**src/rtl/niski_sevseg_ctrl.sv**
```systemverilog
// Memory-mapped multiplexed seven-segment controller: bus register file, free-running
// digit scan, frame-aligned shadow copy of the display registers, PWM brightness.
module niski_sevseg_ctrl #(
    parameter int DIGITS     = 4,
    parameter int SLOT_BITS  = 16,
    parameter int ACTIVE_LOW = 1
) (
    input  logic              clk,
    input  logic              rst,
    input  logic              bus_req,
    input  logic              bus_we,
    input  logic [1:0]        bus_addr,
    input  logic [31:0]       bus_wdata,
    output logic [31:0]       bus_rdata,
    output logic              bus_ack,
    output logic [6:0]        seg,
    output logic [DIGITS-1:0] sel
);

    localparam int VW    = 4 * DIGITS;
    localparam int IDX_W = (DIGITS > 1) ? $clog2(DIGITS) : 1;
    localparam logic [IDX_W-1:0]  IDX_LAST = IDX_W'(DIGITS - 1);
    localparam logic [6:0]        SEG_MASK = (ACTIVE_LOW != 0) ? 7'h7F : 7'h00;
    localparam logic [DIGITS-1:0] SEL_MASK = (ACTIVE_LOW != 0) ? {DIGITS{1'b1}} : '0;

    logic [VW-1:0]        value_q, value_d, sh_value_q;
    logic [DIGITS-1:0]    en_q, en_d, sh_en_q;
    logic [2:0]           bright_q, bright_d, sh_bright_q;
    logic [SLOT_BITS-1:0] slot_cnt_q;
    logic [IDX_W-1:0]     idx_q;
    logic                 ack_q;
    logic [31:0]          rdata_q, rdata_d;
    logic [6:0]           seg_q, seg_d;
    logic [DIGITS-1:0]    sel_q, sel_d;

    logic                 accept;
    logic                 slot_wrap;
    logic                 frame_wrap;
    logic                 lit;
    logic [3:0]           nib [DIGITS];
    logic                 unused_wdata;

    assign unused_wdata = ^bus_wdata;

    function automatic logic [6:0] hex7(input logic [3:0] n);
        case (n)
            4'h0: hex7 = 7'h3F;
            4'h1: hex7 = 7'h06;
            4'h2: hex7 = 7'h5B;
            4'h3: hex7 = 7'h4F;
            4'h4: hex7 = 7'h66;
            4'h5: hex7 = 7'h6D;
            4'h6: hex7 = 7'h7D;
            4'h7: hex7 = 7'h07;
            4'h8: hex7 = 7'h7F;
            4'h9: hex7 = 7'h6F;
            4'hA: hex7 = 7'h77;
            4'hB: hex7 = 7'h7C;
            4'hC: hex7 = 7'h39;
            4'hD: hex7 = 7'h5E;
            4'hE: hex7 = 7'h79;
            default: hex7 = 7'h71;
        endcase
    endfunction

    for (genvar gi = 0; gi < DIGITS; gi++) begin : g_nib
        assign nib[gi] = sh_value_q[gi*4 +: 4];
    end

    always_comb begin
        accept   = bus_req && !ack_q;
        value_d  = value_q;
        en_d     = en_q;
        bright_d = bright_q;
        rdata_d  = '0;
        if (accept && bus_we) begin
            case (bus_addr)
                2'd0:    value_d  = bus_wdata[VW-1:0];
                2'd1:    en_d     = bus_wdata[DIGITS-1:0];
                2'd2:    bright_d = bus_wdata[2:0];
                default: ;
            endcase
        end
        if (accept && !bus_we) begin
            case (bus_addr)
                2'd0:    rdata_d[VW-1:0]     = value_q;
                2'd1:    rdata_d[DIGITS-1:0] = en_q;
                2'd2:    rdata_d[2:0]        = bright_q;
                default: ;
            endcase
        end

        slot_wrap  = (slot_cnt_q == '1);
        frame_wrap = slot_wrap && (idx_q == IDX_LAST);

        // Dimming gates the top three slot-counter bits against the shadow brightness.
        lit   = sh_en_q[idx_q] && (slot_cnt_q[SLOT_BITS-1 -: 3] <= sh_bright_q);
        seg_d = lit ? hex7(nib[idx_q]) : 7'h00;
        sel_d = lit ? (DIGITS'(1) << idx_q) : '0;
    end

    always_ff @(posedge clk) begin
        if (rst) begin
            value_q     <= '0;
            en_q        <= '1;
            bright_q    <= 3'd7;
            sh_value_q  <= '0;
            sh_en_q     <= '1;
            sh_bright_q <= 3'd7;
            slot_cnt_q  <= '0;
            idx_q       <= '0;
            ack_q       <= 1'b0;
            rdata_q     <= '0;
            seg_q       <= SEG_MASK;
            sel_q       <= SEL_MASK;
        end else begin
            value_q    <= value_d;
            en_q       <= en_d;
            bright_q   <= bright_d;
            ack_q      <= accept;
            rdata_q    <= rdata_d;
            slot_cnt_q <= slot_cnt_q + SLOT_BITS'(1);
            if (slot_wrap) begin
                idx_q <= (idx_q == IDX_LAST) ? '0 : idx_q + IDX_W'(1);
            end
            // Shadows take the post-write register values so a write on the wrap edge lands.
            if (frame_wrap) begin
                sh_value_q  <= value_d;
                sh_en_q     <= en_d;
                sh_bright_q <= bright_d;
            end
            seg_q <= seg_d ^ SEG_MASK;
            sel_q <= sel_d ^ SEL_MASK;
        end
    end

    assign bus_ack   = ack_q;
    assign bus_rdata = rdata_q;
    assign seg       = seg_q;
    assign sel       = sel_q;

endmodule

```
**config.mk**
```make
export PLATFORM = sky130hd
export DESIGN_NAME = niski_sevseg_ctrl
export DESIGN_NICKNAME = d
export VERILOG_FILES = /design/src/rtl/niski_sevseg_ctrl.sv
export SDC_FILE = /design/constraint.sdc
export NUM_CORES = 1
export LEC_CHECK = 0
export ABC_AREA = 0
export CAP_MARGIN = 20
export CORE_MARGIN = 10
export CORE_UTILIZATION = 51
export DETAILED_ROUTE_END_ITERATION = 8
export PLACE_DENSITY = 0.8
export SLEW_MARGIN = 20
export SYNTH_ARGS = -nofsm -noshare
export SYNTH_HDL_FRONTEND = slang
export SYNTH_SLANG_ARGS = --single-unit
```
**constraint.sdc**
```tcl
create_clock -name clk -period 2.4 [get_ports clk]
set_input_delay 0.24 -clock clk [delete_from_list [all_inputs] [get_ports clk]]
set_output_delay 0.24 -clock clk [all_outputs]
set_load 0.02 [all_outputs]
```
==> impl_metrics.tcl <==
set metrics [dict create \
    outcome "complete, no violations" \
    r2r_end "sh_value_q[7]$_SDFFE_PP0P_" \
    drv_slew 0 \
    hold_depth 3 \
    initial_utilization_pct 51.96 \
    required_ns 2.67 \
    reg2reg_slack_ns 0.46 \
    r2r_start "slot_cnt_q[0]$_SDFF_PP0_" \
    fin_area_sq_mm 0.004622 \
    reg2reg_depth 7 \
    synth_edf_count 0 \
    finalCritPeriodShare_pct 80.69 \
    min_to "bus_rdata[0]$_SDFF_PP0_" \
    drv_cap 0 \
    numClockSinks 92 \
    h-tree-depth 3 \
    final_layout_size_suffix_gt1_share_pct 11.14 \
    cts_tree "yes" \
    antenna_found_initial 0 \
    path_class "register to register" \
    grtUsageTotal_pct 12.90 \
    hp-start "rst" \
    ctsHoldBuffers 0 \
    min_path_type "primary input to register" \
    combPwrFrac_pct 6.5 \
    drtPass1Iterations 4 \
    async_flop_share_pct 0 \
    worstMarginPinSlew_ns 0.4950 \
    layout_commonest_cell "dfxtp_1" \
    drt-total-wl_mm 7.367 \
    p_seq_share_pct 56.9 \
    root_buffer "clkbuf_8" \
    cts_buffers 9 \
    grt_max_degree 35 \
    max_freq_mhz 516.4 \
    p_sw_w 0.0006356 \
    ys.flop_type "dfxtp_1" \
    ctsResizeCount 0 \
    ys_types 45 \
    vias 2709 \
    via_per_inst 4.998 \
    switching_share_pct 23.24 \
    internal_power_w 0.002100 \
    placementRows 32 \
    postRouteAntennaNets 0 \
    die_area_sq_mm 0.01172 \
    start_kind "register" \
    grt_pass1_wl_mm 12.30 \
    post_cts_buffers 0 \
    ioPinCount 82 \
    synthCells 391 \
    antenna_cells 0 \
    slew_headroom_pct 66.75 \
    clock_skew_ns 0.007113 \
    whs_ns 0.3088 \
    clkPwrFrac_pct 36.6 \
    peakVddDrop_uv 419.9 \
    clock_path_buffers 2 \
    gp_congestion 0.7935 \
    grt-ovfl-total 0 \
    synth_seq_cells 92 \
    final_cell_mix "92 x dfxtp_1, 68 x nor2_1, 48 x clkdlybuf4s50_1" \
    leakage_nw 1.735 \
    crit_path_max_fanout 32 \
    cellPowerDensity_mw_per_mm2 591.8 \
    dp_hpwl_mm 5.491 \
    placed_cell_area_sq_mm 0.004433 \
    drt-initial-drc-count 96 \
    port_buffers 49 \
    rsz0062_at_grt "false" \
    setup_viol 0 \
    clk_latency_ns 0.35 \
    syn_avg_cell_area_sq_um 10.16 \
    end_kind "register" \
    die_width_um 108.3 \
    wire_per_inst_um 13.59 \
    syn_to_final_growth_pct 16.31 \
    drc_errors 0 \
    grt_pass1_vias 2696 \
    clkTransAtPathRegs_ns 0.08 \
    synth_warnings 0 \
    period_minus_slack_ns 1.937 \
    arrival_ns 2.21 \
    fill_cells 637 \
    hold_viol 0 \
    synth_area_sq_mm 0.003974 \
    fin_nets 488 \
    die-height_um 108.3 \
    fp.coreArea_sq_mm 0.007647 \
    setup_tns_ns 0 \
    ys_seq_area_share_pct 46.35 \
]
-- logic make-up after synthesis --
family,count (synthesis),synth area share [%]
compound gates,44,9.509
xor+xnor,17,3.747
fa+ha+maj,14,4.408
buf+inv,47,7.966
flops,92,46.35
mux,34,10.45
other cells,1,0.09437
simple gates,142,17.47
-- stage by stage --
step / utilization, % / cells / power, W / setup slack, ns
after global placement: 57.97 / 527 / 0.001768 / 0.4137
after global routing: 60.44 / 542 / 0.002831 / 0.2889
after detailed placement: 57.97 / 527 / 0.001771 / 0.4186
after CTS: 60.44 / 542 / 0.002760 / 0.4384
final: 60.44 / 542 / 0.002735 / 0.4634
after floorplan: - / 406 / 0.001720 / 0.5907
-- worst max-delay path, cell delays in order, from the launching register on --
cell and delay [ns]:
dfxtp_1 0.37, ha_1 0.27, nand4_4 0.15, nor2_4 0.19, and4_1 0.21, buf_4 0.35, nor2_1 0.09, a211oi_2 0.21
-- metal layers --
| metal | share of wire [%] | up-vias | track usage [%] |
|---|---|---|---|
| li1 | - | 1375 | - |
| met1 | 43 | 1274 | 14.78 |
| met2 | 50 | 52 | 22.50 |
| met3 | 5.7 | 8 | 2.915 |
| met4 | 1.4 | 0 | 5.650 |
| met5 | 0 | - | 0 |
-- cell usage after synthesis (3+ instances only) --
| cell | count | area [sq um] |
|---|---|---|
| a211o_1 | 3 | 26.28 |
| a211oi_2 | 14 | 175.2 |
| a21oi_1 | 5 | 25.02 |
| a22oi_1 | 4 | 30.03 |
| and2_1 | 12 | 75.07 |
| buf_2 | 5 | 25.02 |
| buf_4 | 17 | 127.6 |
| buf_6 | 3 | 33.78 |
| clkbuf_1 | 9 | 33.78 |
| dfxtp_1 | 92 | 1842 |
| ha_1 | 14 | 175.2 |
| inv_1 | 9 | 33.78 |
| mux2i_1 | 28 | 280.3 |
| mux4_2 | 6 | 135.1 |
| nand2_1 | 18 | 67.56 |
| nand2b_1 | 9 | 56.30 |
| nand3_1 | 11 | 55.05 |
| nor2_1 | 68 | 255.2 |
| nor2b_1 | 3 | 18.77 |
| nor3_1 | 6 | 30.03 |
| nor3b_1 | 3 | 22.52 |
| o211ai_1 | 4 | 30.03 |
| o21a_1 | 3 | 22.52 |
| o21ai_0 | 4 | 20.02 |
| xnor2_1 | 6 | 52.55 |
| xor2_1 | 11 | 96.34 |
-- layout make-up --
type / count / area, sq um / area share [%]
Tap cell: 102 / 127.6 / 2.761
Clock buffer: 9 / 123.9 / 2.680
Multi-Input combinational cell: 267 / 1872 / 40.50
Timing Repair Buffer: 57 / 558.0 / 12.07
Clock inverter: 6 / 65.06 / 1.408
Sequential cell: 92 / 1842 / 39.85
Inverter: 9 / 33.78 / 0.7309
-- power by group through the flow --
stage | clock network, W | logic, W | registers, W
after detailed placement | 0 | 0.000178 | 0.00159
after global placement | 0 | 0.000176 | 0.00159
after global routing | 0.00108 | 0.000194 | 0.00156
after CTS | 0.00102 | 0.000179 | 0.00156
after floorplan | 0 | 0.000117 | 0.00160
final | 0.00100 | 0.000179 | 0.00156
-- state kept, by name (all words and copies together), names as in the netlist --
signal / flops
bright_q: 3
bus_ack: 1
bus_rdata: 16
en_q: 4
idx_q: 2
seg: 7
sel: 4
sh_bright_q: 3
sh_en_q: 4
sh_value_q: 16
slot_cnt_q: 16
value_q: 16
-- worst max path at each step --
stage	from	endpoint
finish	slot_cnt_q[0]$_SDFF_PP0_	sh_value_q[7]$_SDFFE_PP0P_
global route	slot_cnt_q[0]$_SDFF_PP0_	sh_value_q[15]$_SDFFE_PP0P_
CTS	slot_cnt_q[0]$_SDFF_PP0_	sh_value_q[7]$_SDFFE_PP0P_
detailed placement	bus_addr[1]	sh_bright_q[2]$_SDFFE_PP1P_
global placement	bus_addr[1]	sh_bright_q[1]$_SDFFE_PP1P_
floorplan	idx_q[0]$_SDFFE_PP0N_	seg[1]$_SDFF_PP1_
Power figures use the tool's default switching activity.
